<file path="src/rtl/nand_pkg.sv">
// Shared encodings for the NAND command sequencer: op codes, opcode bytes,
// pin vectors {CE_n, CLE, ALE, WE_n, RE_n}, FSM states and the per-op phase tables.
package nand_pkg;

    typedef enum logic [1:0] {
        OP_RESET     = 2'b00,
        OP_READ_ID   = 2'b01,
        OP_PAGE_READ = 2'b10,
        OP_RSVD      = 2'b11
    } nand_op_e;

    typedef enum logic [2:0] {
        ST_IDLE,
        ST_ISSUE,
        ST_RELEASE,
        ST_RBWAIT,
        ST_CMPL
    } state_e;

    typedef enum logic [1:0] {
        PH_CMD,
        PH_ADDR,
        PH_RBWAIT,
        PH_DATA
    } phase_kind_e;

    localparam logic [7:0] CMD_RESET   = 8'hFF;
    localparam logic [7:0] CMD_READ_ID = 8'h90;
    localparam logic [7:0] CMD_READ1   = 8'h00;
    localparam logic [7:0] CMD_READ2   = 8'h30;

    localparam logic [4:0] VEC_CMD_SETUP  = 5'b01001;
    localparam logic [4:0] VEC_CMD_HOLD   = 5'b01011;
    localparam logic [4:0] VEC_ADDR_SETUP = 5'b00101;
    localparam logic [4:0] VEC_ADDR_HOLD  = 5'b00111;
    localparam logic [4:0] VEC_DATA_SETUP = 5'b00010;
    localparam logic [4:0] VEC_DATA_HOLD  = 5'b00011;
    localparam logic [4:0] VEC_IDLE       = 5'b10011;

    // PAGE_READ phase 1 is a single ADDR entry repeated for all five address bytes.
    function automatic phase_kind_e phase_kind(nand_op_e op, logic [2:0] idx);
        phase_kind_e k;
        k = PH_DATA;
        case (op)
            OP_RESET:     k = (idx == 3'd0) ? PH_CMD : PH_RBWAIT;
            OP_READ_ID:   case (idx)
                              3'd0:    k = PH_CMD;
                              3'd1:    k = PH_ADDR;
                              default: k = PH_DATA;
                          endcase
            OP_PAGE_READ: case (idx)
                              3'd0, 3'd2: k = PH_CMD;
                              3'd1:       k = PH_ADDR;
                              3'd3:       k = PH_RBWAIT;
                              default:    k = PH_DATA;
                          endcase
            default:      k = PH_DATA;
        endcase
        return k;
    endfunction

    function automatic logic phase_last(nand_op_e op, logic [2:0] idx);
        case (op)
            OP_RESET:     return idx == 3'd1;
            OP_READ_ID:   return idx == 3'd2;
            OP_PAGE_READ: return idx == 3'd4;
            default:      return 1'b1;
        endcase
    endfunction

    function automatic logic [7:0] phase_opcode(nand_op_e op, logic [2:0] idx);
        case (op)
            OP_RESET:     return CMD_RESET;
            OP_READ_ID:   return CMD_READ_ID;
            OP_PAGE_READ: return (idx == 3'd2) ? CMD_READ2 : CMD_READ1;
            default:      return 8'h00;
        endcase
    endfunction

endpackage

</file>
<file path="src/rtl/nand_rb_wait.sv">
// Ready/busy wait: synchronises R/B#, holds off for tWB after start, then
// pulses rb_ready on a ready flash or rb_timeout if busy lasts too long.
module nand_rb_wait
    import nand_pkg::*;
#(
    parameter int unsigned TWB_CYC    = 20,
    parameter int unsigned RB_TIMEOUT = 500000
) (
    input  logic clk,
    input  logic reset,
    input  logic start,
    input  logic nand_rb_n,
    output logic rb_ready,
    output logic rb_timeout
);

    localparam int unsigned TWB_W = $clog2(TWB_CYC + 2);

    logic [1:0]       rb_sync;
    logic             active;
    logic [TWB_W-1:0] twb_cnt;
    logic [19:0]      to_cnt;

    always_ff @(posedge clk or negedge reset) begin
        if (!reset) begin
            rb_sync <= '0;
            active  <= 1'b0;
            twb_cnt <= '0;
            to_cnt  <= '0;
        end else begin
            rb_sync <= {rb_sync[0], nand_rb_n};
            if (start) begin
                active  <= 1'b1;
                twb_cnt <= '0;
                to_cnt  <= '0;
            end else if (active) begin
                if (rb_ready || rb_timeout)
                    active <= 1'b0;
                if (twb_cnt != TWB_W'(TWB_CYC))
                    twb_cnt <= twb_cnt + 1'b1;
                to_cnt <= to_cnt + 1'b1;
            end
        end
    end

    // Timeout counts from RBWAIT entry, so the tWB hold-off is part of the budget.
    always_comb begin
        rb_ready   = active && (twb_cnt == TWB_W'(TWB_CYC)) && rb_sync[1];
        rb_timeout = active && !rb_ready && (to_cnt == 20'(RB_TIMEOUT - 1));
    end

endmodule

</file>
<file path="src/rtl/nand_cmd_seq.sv">
// NAND command sequencer: splits one flash op into CMD/ADDR/RBWAIT/DATA phases
// and drives the toggle engine's enable/done handshake with registered outputs.
module nand_cmd_seq
    import nand_pkg::*;
#(
    parameter int unsigned TWB_CYC    = 20,
    parameter int unsigned RB_TIMEOUT = 500000,
    parameter int unsigned ID_BYTES   = 5,
    parameter int unsigned PAGE_BYTES = 2112
) (
    input  logic        clk,
    input  logic        reset,
    input  logic        req_valid,
    output logic        req_ready,
    input  logic [1:0]  req_op,
    input  logic [39:0] req_addr,
    output logic        cmp_valid,
    output logic        cmp_err,
    input  logic        nand_rb_n,
    output logic [7:0]  dq_out,
    output logic        dq_oe,
    output logic        tg_enable,
    output logic [11:0] tg_cnt,
    output logic [4:0]  tg_vec1,
    output logic [4:0]  tg_vec2,
    input  logic        tg_done
);

    state_e      state, state_n;
    logic [2:0]  phase_idx, phase_n;
    logic [2:0]  addr_idx, addr_n;
    nand_op_e    op_q, op_n;
    logic [39:0] addr_q, addr_qn;
    logic        err_q, err_n;
    logic        phase_end;
    logic        rb_start, rb_ready, rb_timeout;
    phase_kind_e kind_o;
    logic [7:0]  addr_byte;

    logic        req_ready_d, cmp_valid_d, cmp_err_d, tg_enable_d, dq_oe_d;
    logic [11:0] tg_cnt_d;
    logic [4:0]  tg_vec1_d, tg_vec2_d;
    logic [7:0]  dq_out_d;

    assign rb_start = (state_n == ST_RBWAIT) && (state != ST_RBWAIT);

    nand_rb_wait #(
        .TWB_CYC    (TWB_CYC),
        .RB_TIMEOUT (RB_TIMEOUT)
    ) u_rb_wait (
        .clk        (clk),
        .reset      (reset),
        .start      (rb_start),
        .nand_rb_n  (nand_rb_n),
        .rb_ready   (rb_ready),
        .rb_timeout (rb_timeout)
    );

    always_ff @(posedge clk or negedge reset) begin
        if (!reset) begin
            state     <= ST_IDLE;
            phase_idx <= '0;
            addr_idx  <= '0;
            op_q      <= OP_RESET;
            addr_q    <= '0;
            err_q     <= 1'b0;
            req_ready <= 1'b1;
            cmp_valid <= 1'b0;
            cmp_err   <= 1'b0;
            tg_enable <= 1'b0;
            tg_cnt    <= 12'd1;
            tg_vec1   <= VEC_IDLE;
            tg_vec2   <= VEC_IDLE;
            dq_out    <= '0;
            dq_oe     <= 1'b0;
        end else begin
            state     <= state_n;
            phase_idx <= phase_n;
            addr_idx  <= addr_n;
            op_q      <= op_n;
            addr_q    <= addr_qn;
            err_q     <= err_n;
            req_ready <= req_ready_d;
            cmp_valid <= cmp_valid_d;
            cmp_err   <= cmp_err_d;
            tg_enable <= tg_enable_d;
            tg_cnt    <= tg_cnt_d;
            tg_vec1   <= tg_vec1_d;
            tg_vec2   <= tg_vec2_d;
            dq_out    <= dq_out_d;
            dq_oe     <= dq_oe_d;
        end
    end

    always_comb begin
        state_n   = state;
        phase_n   = phase_idx;
        addr_n    = addr_idx;
        op_n      = op_q;
        addr_qn   = addr_q;
        err_n     = err_q;
        phase_end = 1'b0;
        unique case (state)
            ST_IDLE: if (req_valid) begin
                op_n    = nand_op_e'(req_op);
                addr_qn = req_addr;
                phase_n = '0;
                addr_n  = '0;
                err_n   = (req_op == OP_RSVD);
                state_n = (req_op == OP_RSVD) ? ST_CMPL : ST_ISSUE;
            end
            ST_ISSUE:   if (tg_done) state_n = ST_RELEASE;
            ST_RELEASE: phase_end = !tg_done;
            ST_RBWAIT: begin
                phase_end = rb_ready;
                if (rb_timeout) begin
                    err_n   = 1'b1;
                    state_n = ST_CMPL;
                end
            end
            ST_CMPL:    state_n = ST_IDLE;
            default:    state_n = ST_IDLE;
        endcase
        // A PAGE_READ address phase repeats in place until all five bytes are out.
        if (phase_end) begin
            if (phase_kind(op_q, phase_idx) == PH_ADDR && op_q == OP_PAGE_READ &&
                addr_idx != 3'd4) begin
                addr_n  = addr_idx + 3'd1;
                state_n = ST_ISSUE;
            end else if (phase_last(op_q, phase_idx)) begin
                state_n = ST_CMPL;
            end else begin
                phase_n = phase_idx + 3'd1;
                state_n = (phase_kind(op_q, phase_idx + 3'd1) == PH_RBWAIT) ? ST_RBWAIT : ST_ISSUE;
            end
        end
    end

    always_comb begin
        kind_o = phase_kind(op_n, phase_n);
        case (addr_n)
            3'd0:    addr_byte = addr_qn[7:0];
            3'd1:    addr_byte = addr_qn[15:8];
            3'd2:    addr_byte = addr_qn[23:16];
            3'd3:    addr_byte = addr_qn[31:24];
            default: addr_byte = addr_qn[39:32];
        endcase
        if (op_n != OP_PAGE_READ)
            addr_byte = 8'h00;

        req_ready_d = (state_n == ST_IDLE);
        cmp_valid_d = (state_n == ST_CMPL);
        cmp_err_d   = (state_n == ST_CMPL) && err_n;
        tg_enable_d = (state_n == ST_ISSUE);
        tg_cnt_d    = 12'd1;
        tg_vec1_d   = VEC_IDLE;
        tg_vec2_d   = VEC_IDLE;
        dq_out_d    = '0;
        dq_oe_d     = 1'b0;
        if (state_n == ST_ISSUE || state_n == ST_RELEASE) begin
            case (kind_o)
                PH_CMD: begin
                    tg_vec1_d = VEC_CMD_SETUP;
                    tg_vec2_d = VEC_CMD_HOLD;
                    dq_out_d  = phase_opcode(op_n, phase_n);
                    dq_oe_d   = 1'b1;
                end
                PH_ADDR: begin
                    tg_vec1_d = VEC_ADDR_SETUP;
                    tg_vec2_d = VEC_ADDR_HOLD;
                    dq_out_d  = addr_byte;
                    dq_oe_d   = 1'b1;
                end
                PH_DATA: begin
                    tg_vec1_d = VEC_DATA_SETUP;
                    tg_vec2_d = VEC_DATA_HOLD;
                    tg_cnt_d  = (op_n == OP_READ_ID) ? 12'(ID_BYTES) : 12'(PAGE_BYTES);
                end
                default: ;
            endcase
        end
    end

endmodule
</file>
<file path="config.mk">
export PLATFORM = sky130hd
export DESIGN_NAME = nand_cmd_seq
export DESIGN_NICKNAME = d
export VERILOG_FILES = /design/src/rtl/nand_pkg.sv /design/src/rtl/nand_rb_wait.sv /design/src/rtl/nand_cmd_seq.sv
export SDC_FILE = /design/constraint.sdc
export NUM_CORES = 1
export LEC_CHECK = 0
export CAP_MARGIN = 40
export CELL_PAD_IN_SITES_DETAIL_PLACEMENT = 1
export CELL_PAD_IN_SITES_GLOBAL_PLACEMENT = 2
export CORE_UTILIZATION = 36
export CTS_BUF_LIST = sky130_fd_sc_hd__clkbuf_4 sky130_fd_sc_hd__clkbuf_8 sky130_fd_sc_hd__clkbuf_16
export DETAILED_ROUTE_END_ITERATION = 7
export PLACE_DENSITY = 0.86
export SYNTH_ARGS = -nofsm -noshare
export SYNTH_HDL_FRONTEND = slang
export SYNTH_SLANG_ARGS = --single-unit
</file>
<file path="constraint.sdc">
create_clock -name clk -period 7.2 [get_ports clk]
set_input_delay 1.44 -clock clk [delete_from_list [all_inputs] [get_ports clk]]
set_output_delay 1.44 -clock clk [all_outputs]
set_load 0.02 [all_outputs]
</file>
# Word-level counts from Yosys, hierarchy flattened
# Cells that the tools add are included.
[word_totals]
ff_bits = 115
inputBits = 47
output_inout_bits = 35
elab_cells = 154
[op_classes]
addsub = 4
n_eq_ne = 35
muxes = 68
n_reduce_logical = 28
[ops]
columns = ["op", "count"]
rows = [
  ["2-to-1 mux 40 bit", 2],
  ["2-to-1 mux 3 bit", 16],
  ["2-to-1 mux 20 bit", 2],
  ["== test 3 x 2 -> 1 bit (second input constant)", 12],
  ["2-to-1 mux 12 bit", 3],
  ["case mux 2 bit (3 select lines)", 6],
  ["case mux 8 bit (4 select lines)", 1],
  ["case mux 5 bit (3 select lines)", 2],
  ["2-to-1 mux 5 bit", 5],
  ["case mux 8 bit (3 select lines)", 1],
  ["adder 20 x 1 -> 20 bit (second input constant)", 1],
  ["== test 20 x 19 -> 1 bit (second input constant)", 1],
  ["2-to-1 mux 2 bit", 10],
  ["== test 3 x 1 -> 1 bit (second input constant)", 6],
  ["logical NOT 3 bit", 6],
  ["2-to-1 mux 8 bit", 2],
  ["case mux 8 bit (2 select lines)", 1],
  ["case mux 2 bit (2 select lines)", 3],
  ["case mux 3 bit (4 select lines)", 1],
  ["== test 2 bit (second input constant)", 5],
  ["2-to-1 mux 1 bit", 9],
  ["== test 2 x 1 -> 1 bit (second input constant)", 4],
  ["logical AND 1 bit", 8],
  ["OR reduction 2 bit", 4],
  ["16 further kinds", 24],
]

# Longest topological paths before layout
# Gate-level depths: netlist of run 1.
[logic_depth]
ltp_word = 22
mapped_depth = 12
depth_no_buf = 10

# By module
# From an unflattened synthesis of run 1, not the netlist that was laid out.
[hier_totals]
cells_unflattened = 555
hier_area_um2 = 5281.3
[modules_own_cells]
columns = ["mod", "instances", "cells_per_inst", "area_per_inst_um2", "seq_area_each_um2"]
rows = [
  ["nand_cmd_seq", 1, 406, 3839.9, 1833.0],
  ["nand_rb_wait", 1, 149, 1441.4, 700.7],
]

# Least setup slack after synthesis of run 1
# OpenSTA, ideal clock, no wires.
[synth_path]
path_type = "input-to-reg"
startpoint = "input tg_done"
endpoint = "register dq_out[6]"
setup_time_ns = 0.119
arrival_time_ns = 3.081
required_ns = 7.081
setup_slack_ns = 4.001
stages = 9
n_path_buf = 2
path_cell_list = "nor4b_1 > a41o_1 > and3_1 > buf_2 > buf_4 > a21oi_1 > o21ai_1 > o211ai_1 > o21ba_1"
[synth_between]
elab_chain_cells = 10
[synth_lines]
columns = ["element", "line", "rtl"]
rows = [
  ["start, declared", "nand_cmd_seq.sv:26", "input logic tg_done"],
  ["logical NOT 1 bit", "nand_cmd_seq.sv:113", "ST_RELEASE: phase_end = !tg_done;"],
  ["case mux 1 bit (2 select lines)", "nand_cmd_seq.sv:103", "unique case (state)"],
  ["2-to-1 mux 3 bit", "nand_cmd_seq.sv:125", "if (phase_end) begin"],
  ["== test 3 x 2 -> 1 bit or logical NOT 3 bit (tied branches)", "nand_pkg.sv:51, nand_pkg.sv:45, nand_pkg.sv:46", ""],
  ["OR reduction 2 bit", "nand_pkg.sv:51", "OP_PAGE_READ: case (idx)"],
  ["case mux 2 bit (3 select lines)", "nand_pkg.sv:51", ""],
  ["case mux 2 bit (3 select lines)", "nand_pkg.sv:44", "case (op)"],
  ["== test 2 x 1 -> 1 bit or logical NOT 2 bit (tied branches)", "nand_cmd_seq.sv:161", "case (kind_o)"],
  ["case mux 8 bit (2 select lines)", "nand_cmd_seq.sv:161", ""],
  ["2-to-1 mux 8 bit (*)", "nand_cmd_seq.sv:160", "if (state_n == ST_ISSUE || state_n == ST_RELEASE) begin"],
  ["named net dq_out_d[6]", "nand_cmd_seq.sv:43", "logic [7:0] dq_out_d;"],
  ["end signal, assigned", "nand_cmd_seq.sv:90", "dq_out <= dq_out_d;"],
  ["end, declared", "nand_cmd_seq.sv:20", "output logic [7:0] dq_out,"],
]
# Mark *: on every way through the listed nets, which the timed path passes. The rest lies on a longest branch.
# A chain may end at the register's enable or synchronous reset.

# Final worst setup path of run 1
[layout_path]
startpoint = "input tg_done"
endpoint = "register dq_out[5]"
[layout_rtl]
columns = ["element", "line", "rtl"]
rows = [
  ["logical NOT 1 bit (*)", "nand_cmd_seq.sv:113", ""],
  ["case mux 1 bit (2 select lines) (*)", "nand_cmd_seq.sv:103", ""],
  ["2-to-1 mux 3 bit (*)", "nand_cmd_seq.sv:125", ""],
  ["named net addr_n[0]", "nand_cmd_seq.sv:31", "logic [2:0] addr_idx, addr_n;"],
  ["== test 3 x 2 -> 1 bit (tied with other cells)", "nand_cmd_seq.sv:141", "case (addr_n)"],
  ["case mux 8 bit (4 select lines) (*)", "nand_cmd_seq.sv:141", ""],
  ["2-to-1 mux 8 bit (*)", "nand_cmd_seq.sv:148", "if (op_n != OP_PAGE_READ)"],
  ["case mux 8 bit (2 select lines) (*)", "nand_cmd_seq.sv:161", ""],
  ["2-to-1 mux 8 bit (*)", "nand_cmd_seq.sv:160", ""],
  ["named net dq_out_d[5]", "nand_cmd_seq.sv:43", ""],
]
# Marked as above.

==> impl_metrics.tcl, run 1 <==
set metrics [dict create \
    run_status "completed" \
    worstSetupPathType "in -> reg" \
    ys_ff_latch 101 \
    worstSetupStartpointType "input pin" \
    worst_path_largest_cell_delay_ps 720 \
    number_of_core_rows 43 \
    num-fill-cells 1636 \
    root_cell_of_the_clock_tree "clkbuf_16" \
    timing.critical_path.to_type "register" \
    total_global_routing_track_utilization_pct 19.48 \
    static-leakage-power_nw 3.011 \
    initial_utilization_pct 37.45 \
    num_antenna_cells 0 \
    timing.hold.worst.class "reg -> reg" \
    maxSlewViolCount 0 \
    syn-instance-count 570 \
    achievable-frequency_mhz 242.7 \
    post_synth_edffs 0 \
    placement.io_buffers 71 \
    wl_met1_um 6582 \
    first_iter_violations 204 \
    routedWlPerCell_um 16.65 \
    top_layer "met4" \
    postSynthAreaPerCell_um2 9.261 \
    pin_count 82 \
    insertion_delay_of_the_later_clocked_pin_in_the_worst_skew_pair_ps 350 \
    synthArstFlopShare_pct 100.0 \
    cts_inserted_buffers 9 \
    vdd_drop_max_mv 0.1417 \
    finalWirelength_um 13550 \
    clock_tree_from_tritoncts "done" \
    die_height_um 123.1 \
    grt_setup_unrepaired "no" \
    vias_cell 5.100 \
    crit_path_max_fanout 13 \
    level_count_of_the_clock_h_tree 3 \
    final_layout_size_suffix_gt1_share_pct 7.571 \
    grt_antenna_before_repair 0 \
    grt_overflow_total 0 \
    power_mw 2.572 \
    ff_latch_area_um2 2534 \
    synth_cell_types 71 \
    detailroute.via_count 4151 \
    crit_path_top_delay_cell "a21oi_2" \
    yosys-top-cells-area "dfrtp_1, nand2_1, nor2_1, ha_1, mux2i_1" \
    ys_warn_count 0 \
    mappedNetlistArea_um2 5279 \
    die_area_um2 15150 \
    period_needed_ps 4120 \
    hold-worst-slack_ps 358.2 \
    nNetsFinal 688 \
    final_hold_viol_count 0 \
    max-clock-path-buffers 2 \
    core_area_um2 14100 \
    cts_hold_buffers 0 \
    clk_pin_slew_worst_paths_ps 70 \
    hpwl_dp_um 9969 \
    powerDensity_nw_per_um2 400.8 \
    worst_pin_slew_ps 876.5 \
    finalClockSkew_ps 8.986 \
    most-common-layout-cells "nand2_1, dfrtp_1, clkdlybuf4s50_1" \
    worst-endpoint-required_ps 7460 \
    setup_tns_ps 0 \
    crit_chain "clkdlybuf4s50_1 -> nor4b_1 -> a41o_1 -> a21oi_1 -> a21oi_2 -> inv_2 -> a211o_1 -> o211a_1 -> o22ai_1" \
    drtPass1Iterations 4 \
    area_of_the_multi_input_gates_um2 2480 \
    synthFlopType "dfrtp_1" \
    met3_wirelength_um 321 \
    route.detailed.drc 0 \
    cts.repair.resized 0 \
    finalWeightedCongestion 0.8292 \
    worst_slew_margin_rel_pct 41.56 \
    post-route-period-util_pct 57.22 \
    final_common_cell "nand2_1" \
    crit_path_arrival_time_ps 4390 \
    vias_in_the_first_global_route 4446 \
    placedCellCount 798 \
    areaGrowthSynthToFinish_pct 21.59 \
    synth.largest_area_cell "dfrtp_1" \
    post-cts-setup-buffer-count 0 \
    r2r_setup_slack_ps 3800 \
    grt_start_max_net_pins 62 \
    final_cell_count_no_fill 814 \
    wl_met2_um 6554 \
    cts.sink_count 101 \
    netlist.area_leader.share_pct 45.51 \
    grt_first_pass_wirelength_um 22680 \
    share_of_the_yosys_chip_area_belonging_to_registers_pct 48.00 \
    die-width_um 123.1 \
    finalSetupViolations 0 \
    maxCapViolations 0 \
    post_detailed_route_count_of_antenna_violating_nets 0 \
]
==> worst max-delay path, delay by kind of cell <==
| kind | cells | cell delay, ps |
|---|---|---|
| buf+inv | 2 | 690 |
| compound gates | 6 | 1830 |
| simple gates | 1 | 420 |
==> flip-flops by register name (all words and copies together) (netlist names) <==
register,flops
phase_idx,3
tg_cnt,3
cmp_valid,1
tg_enable,1
u_rb_wait.to_cnt,20
u_rb_wait.rb_sync,2
err_q,1
u_rb_wait.twb_cnt,5
op_q,2
addr_idx,3
tg_vec2,1
addr_q,40
req_ready,1
cmp_err,1
dq_out,8
u_rb_wait.active,1
state,3
tg_vec1,4
dq_oe,1
==> path summary, 6_finish.rpt <==
check / start / to / depth (start not counted)
max: tg_done / dq_out[5] / 9
min: u_rb_wait.rb_sync[0] / u_rb_wait.rb_sync[1] / 0
max reg2reg: phase_idx[0] / dq_out[6] / 9
min reg2reg: u_rb_wait.rb_sync[0] / u_rb_wait.rb_sync[1] / 0
max in group asynchronous: reset / u_rb_wait.to_cnt[19] / 2
min in group asynchronous: reset / u_rb_wait.to_cnt[10] / 1
==> synth_stat cells, drive strengths merged, types with 10 or more instances <==
| cell type | number |
|---|---|
| buf | 24 |
| nand4 | 12 |
| o21ai | 12 |
| inv | 26 |
| nor2 | 49 |
| dfrtp | 96 |
| clkbuf | 12 |
| ha | 12 |
| mux2i | 17 |
| xor2 | 15 |
| nand2 | 144 |
| xnor2 | 10 |
| a21oi | 20 |
==> power by group <==
group          switching (mW)  total, mW  internal, mW
clock network           0.215      0.515         0.299
registers               0.146      0.931         0.784
logic                   0.673       1.13         0.454
total                    1.03       2.57          1.54
==> per-layer routing <==
metal,GRT usage (%),vias to the layer above
met1,26.58,2075
met3,3.367,7
met5,0,-
met4,4.895,0
li1,-,2013
met2,32.09,56
==> cell type report <==
| cell class | instances | area share, % |
|---|---|---|
| clock buffer | 12 | 4.152 |
| clock inverter | 4 | 0.8187 |
| inverter | 26 | 1.559 |
| multi-input combinational | 415 | 38.64 |
| sequential | 101 | 39.47 |
| tap | 180 | 3.509 |
| timing repair buffer | 76 | 11.85 |
==> stage by stage <==
stage          util, %  setup slack [ps]  instance area, um2
5_1_grt          45.54              2906                6419
3_3_place_gp     43.06              2763                6070
4_1_cts          45.54              3109                6419
2_1_floorplan        -              4001                5309
6_report         45.54              3080                6419
3_5_place_dp     43.27              2732                6100
==> logic make-up after synthesis <==
logic type                 share of synthesized area [%]
AOI/OAI and AO/OA                                  11.54
and+or+nand+nor                                    23.18
DFF                                                48.00
buffers and inverters                              5.807
xor gates and xnor gates                           4.148
adders and majority gates                          2.844
muxes                                              4.337
other                                             0.1423
Power figures use the tool's default switching activity.
==> inputs of run 2 (changes only) <==
--- a/config.mk
+++ b/config.mk
@@ -8,10 +8,10 @@
 export CAP_MARGIN = 40
 export CELL_PAD_IN_SITES_DETAIL_PLACEMENT = 1
 export CELL_PAD_IN_SITES_GLOBAL_PLACEMENT = 2
-export CORE_UTILIZATION = 36
+export CORE_UTILIZATION = 33
 export CTS_BUF_LIST = sky130_fd_sc_hd__clkbuf_4 sky130_fd_sc_hd__clkbuf_8 sky130_fd_sc_hd__clkbuf_16
 export DETAILED_ROUTE_END_ITERATION = 7
-export PLACE_DENSITY = 0.86
+export PLACE_DENSITY = 0.8
 export SYNTH_ARGS = -nofsm -noshare
 export SYNTH_HDL_FRONTEND = slang
 export SYNTH_SLANG_ARGS = --single-unit
==> constraint.sdc (replaced) <==
create_clock -name clk -period 3.8 [get_ports clk]
set_input_delay 0.76 -clock clk [delete_from_list [all_inputs] [get_ports clk]]
set_output_delay 0.76 -clock clk [all_outputs]
set_load 0.02 [all_outputs]
==> run 2 against run 1 <==
  * Critical endpoint is now dq_out[4]
  * Combinational power grew 89%
  * Global-route usage shrank 1.3 points
  * Register-to-register slack worse by 3200 ps
  * Die area grew 8.9%
  * Largest cell class unchanged
  * Critical path depth rose by 1
==> impl_metrics.tcl, run 2 (synthesis gave the netlist of run 1 again) <==
set metrics [dict create \
    routedWlPerCell_um 16.19 \
    max-clock-path-buffers 2 \
    most-common-layout-cells "nand2_1, dfrtp_1, clkdlybuf4s50_1" \
    crit_path_top_delay_cell "dfrtp_1" \
    insertion_delay_of_the_later_clocked_pin_in_the_worst_skew_pair_ps 350 \
    die-width_um 128.5 \
    vdd_drop_max_mv 0.2621 \
    vias_cell 4.878 \
    largest_register_ff_count 40 \
    powerDensity_nw_per_um2 746.8 \
    grt_start_max_net_pins 57 \
    worst_pin_slew_ps 739.4 \
    first_iter_violations 180 \
    achievable-frequency_mhz 315.8 \
    worst_path_largest_cell_delay_ps 550 \
    worstSetupPathType "reg -> reg" \
    worst_slew_margin_rel_pct 50.71 \
    grt_antenna_before_repair 0 \
    areaGrowthSynthToFinish_pct 22.42 \
    post-route-period-util_pct 83.33 \
    critical_path.top_delay_family "compound AO/OA/AOI/OAI gates" \
    nNetsFinal 694 \
    root_cell_of_the_clock_tree "clkbuf_16" \
    die_height_um 128.5 \
    top_register "addr_q" \
    post-cts-setup-buffer-count 0 \
    detailroute.via_count 4151 \
    worstPathBufferInverterCount 2 \
    grt_first_pass_wirelength_um 23420 \
    hpwl_dp_um 10280 \
    clk_pin_slew_worst_paths_ps 80 \
    period_needed_ps 3166 \
    final_common_cell "nand2_1" \
    total_global_routing_track_utilization_pct 18.22 \
    pin_count 82 \
    maxCapViolations 0 \
    utilization_pct 41.89 \
    die_area_um2 16510 \
    cts_inserted_buffers 9 \
    setup_tns_ps 0 \
    hold-worst-slack_ps 367.1 \
    cts.repair.resized 0 \
    number_of_core_rows 45 \
    cts_hold_buffers 0 \
    num_antenna_cells 0 \
    finalWirelength_um 13780 \
    reg.largest.list "addr_q x40, u_rb_wait.to_cnt x20, dq_out x8" \
    worst-endpoint-required_ps 4030 \
    finalSetupViolations 0 \
    grt_setup_unrepaired "no" \
    post_detailed_route_count_of_antenna_violating_nets 0 \
    core_area_um2 15430 \
    power_mw 4.826 \
    initial_utilization_pct 34.22 \
    vias_in_the_first_global_route 4508 \
    finalClockSkew_ps 12.15 \
    crit_path_max_fanout 10 \
    clock_tree_from_tritoncts "done" \
    level_count_of_the_clock_h_tree 3 \
    static-leakage-power_nw 3.025 \
    worstSetupStartpointType "register" \
    timing.hold.worst.class "reg -> reg" \
    cts.sink_count 101 \
    run_status "completed" \
    grt_overflow_total 0 \
    placement.io_buffers 71 \
    maxSlewViolCount 0 \
    crit_chain "inv_1 -> ha_1 -> nor2b_1 -> a221oi_2 -> and3_1 -> buf_4 -> mux2i_1 -> xnor2_1 -> a21oi_1 -> o32ai_1" \
    crit_path_arrival_time_ps 3400 \
    timing.critical_path.to_type "register" \
    route.detailed.drc 0 \
    final_hold_viol_count 0 \
    final_layout_size_suffix_gt1_share_pct 8.281 \
    finalWeightedCongestion 0.8704 \
    drtPass1Iterations 5 \
]
run 2: path summary, 6_finish.rpt:
check	from	to	slack (ps)	depth (start not counted)
worst max-delay path	phase_idx[0]	dq_out[4]	630	10
worst min-delay path	u_rb_wait.rb_sync[0]	u_rb_wait.rb_sync[1]	370	0
worst max register to register	phase_idx[0]	dq_out[4]	630	10
worst min register to register	u_rb_wait.rb_sync[0]	u_rb_wait.rb_sync[1]	370	0
max in group asynchronous	reset	req_ready	2440	2
min in group asynchronous	reset	cmp_err	450	1
run 2: cell type report:
class / count / area (um2)
fillers: 1784 / 8965
flip-flops and latches: 101 / 2534
multi-input cells: 415 / 2477
repair buffers: 82 / 790.8
well taps: 211 / 264.0
clock buffers: 9 / 225.2
inverters: 26 / 100.1
clock inverters: 7 / 71.32
run 2: power by group:
| group | internal, mW | switching [mW] | total [mW] | leakage [nW] |
|---|---|---|---|---|
| Combinational | 0.866 | 1.27 | 2.14 | 1.59 |
| Sequential | 1.49 | 0.268 | 1.75 | 1.28 |
| Clock | 0.513 | 0.421 | 0.934 | 0.150 |
| Total | 2.86 | 1.96 | 4.83 | 3.03 |
run 2: metal layers:
layer	up-vias	track usage (%)	share of wire (%)	wire [um]
met5	-	0	0	0
met4	0	4.567	1.1	158
met3	11	3.992	2.9	396
met2	57	30.46	49	6685
met1	2057	23.91	47	6541
li1	2026	-	-	-
run 2: worst register-to-register path: stages, from the launching register on:
cell and delay [ps]:
dfrtp_1 550, inv_1 190, ha_1 260, nor2b_1 140, a221oi_2 530, and3_1 390, buf_4 230, mux2i_1 320
xnor2_1 130, a21oi_1 210, o32ai_1 100
run 2: stage by stage:
step	setup WS [ps]	std cells	instance area, um2
after floorplan	1080	578	5309
after CTS	625.8	851	6462
final	633.5	851	6462
after global placement	483.6	835	6166
after global routing	405.9	851	6462
after detailed placement	335.2	835	6166
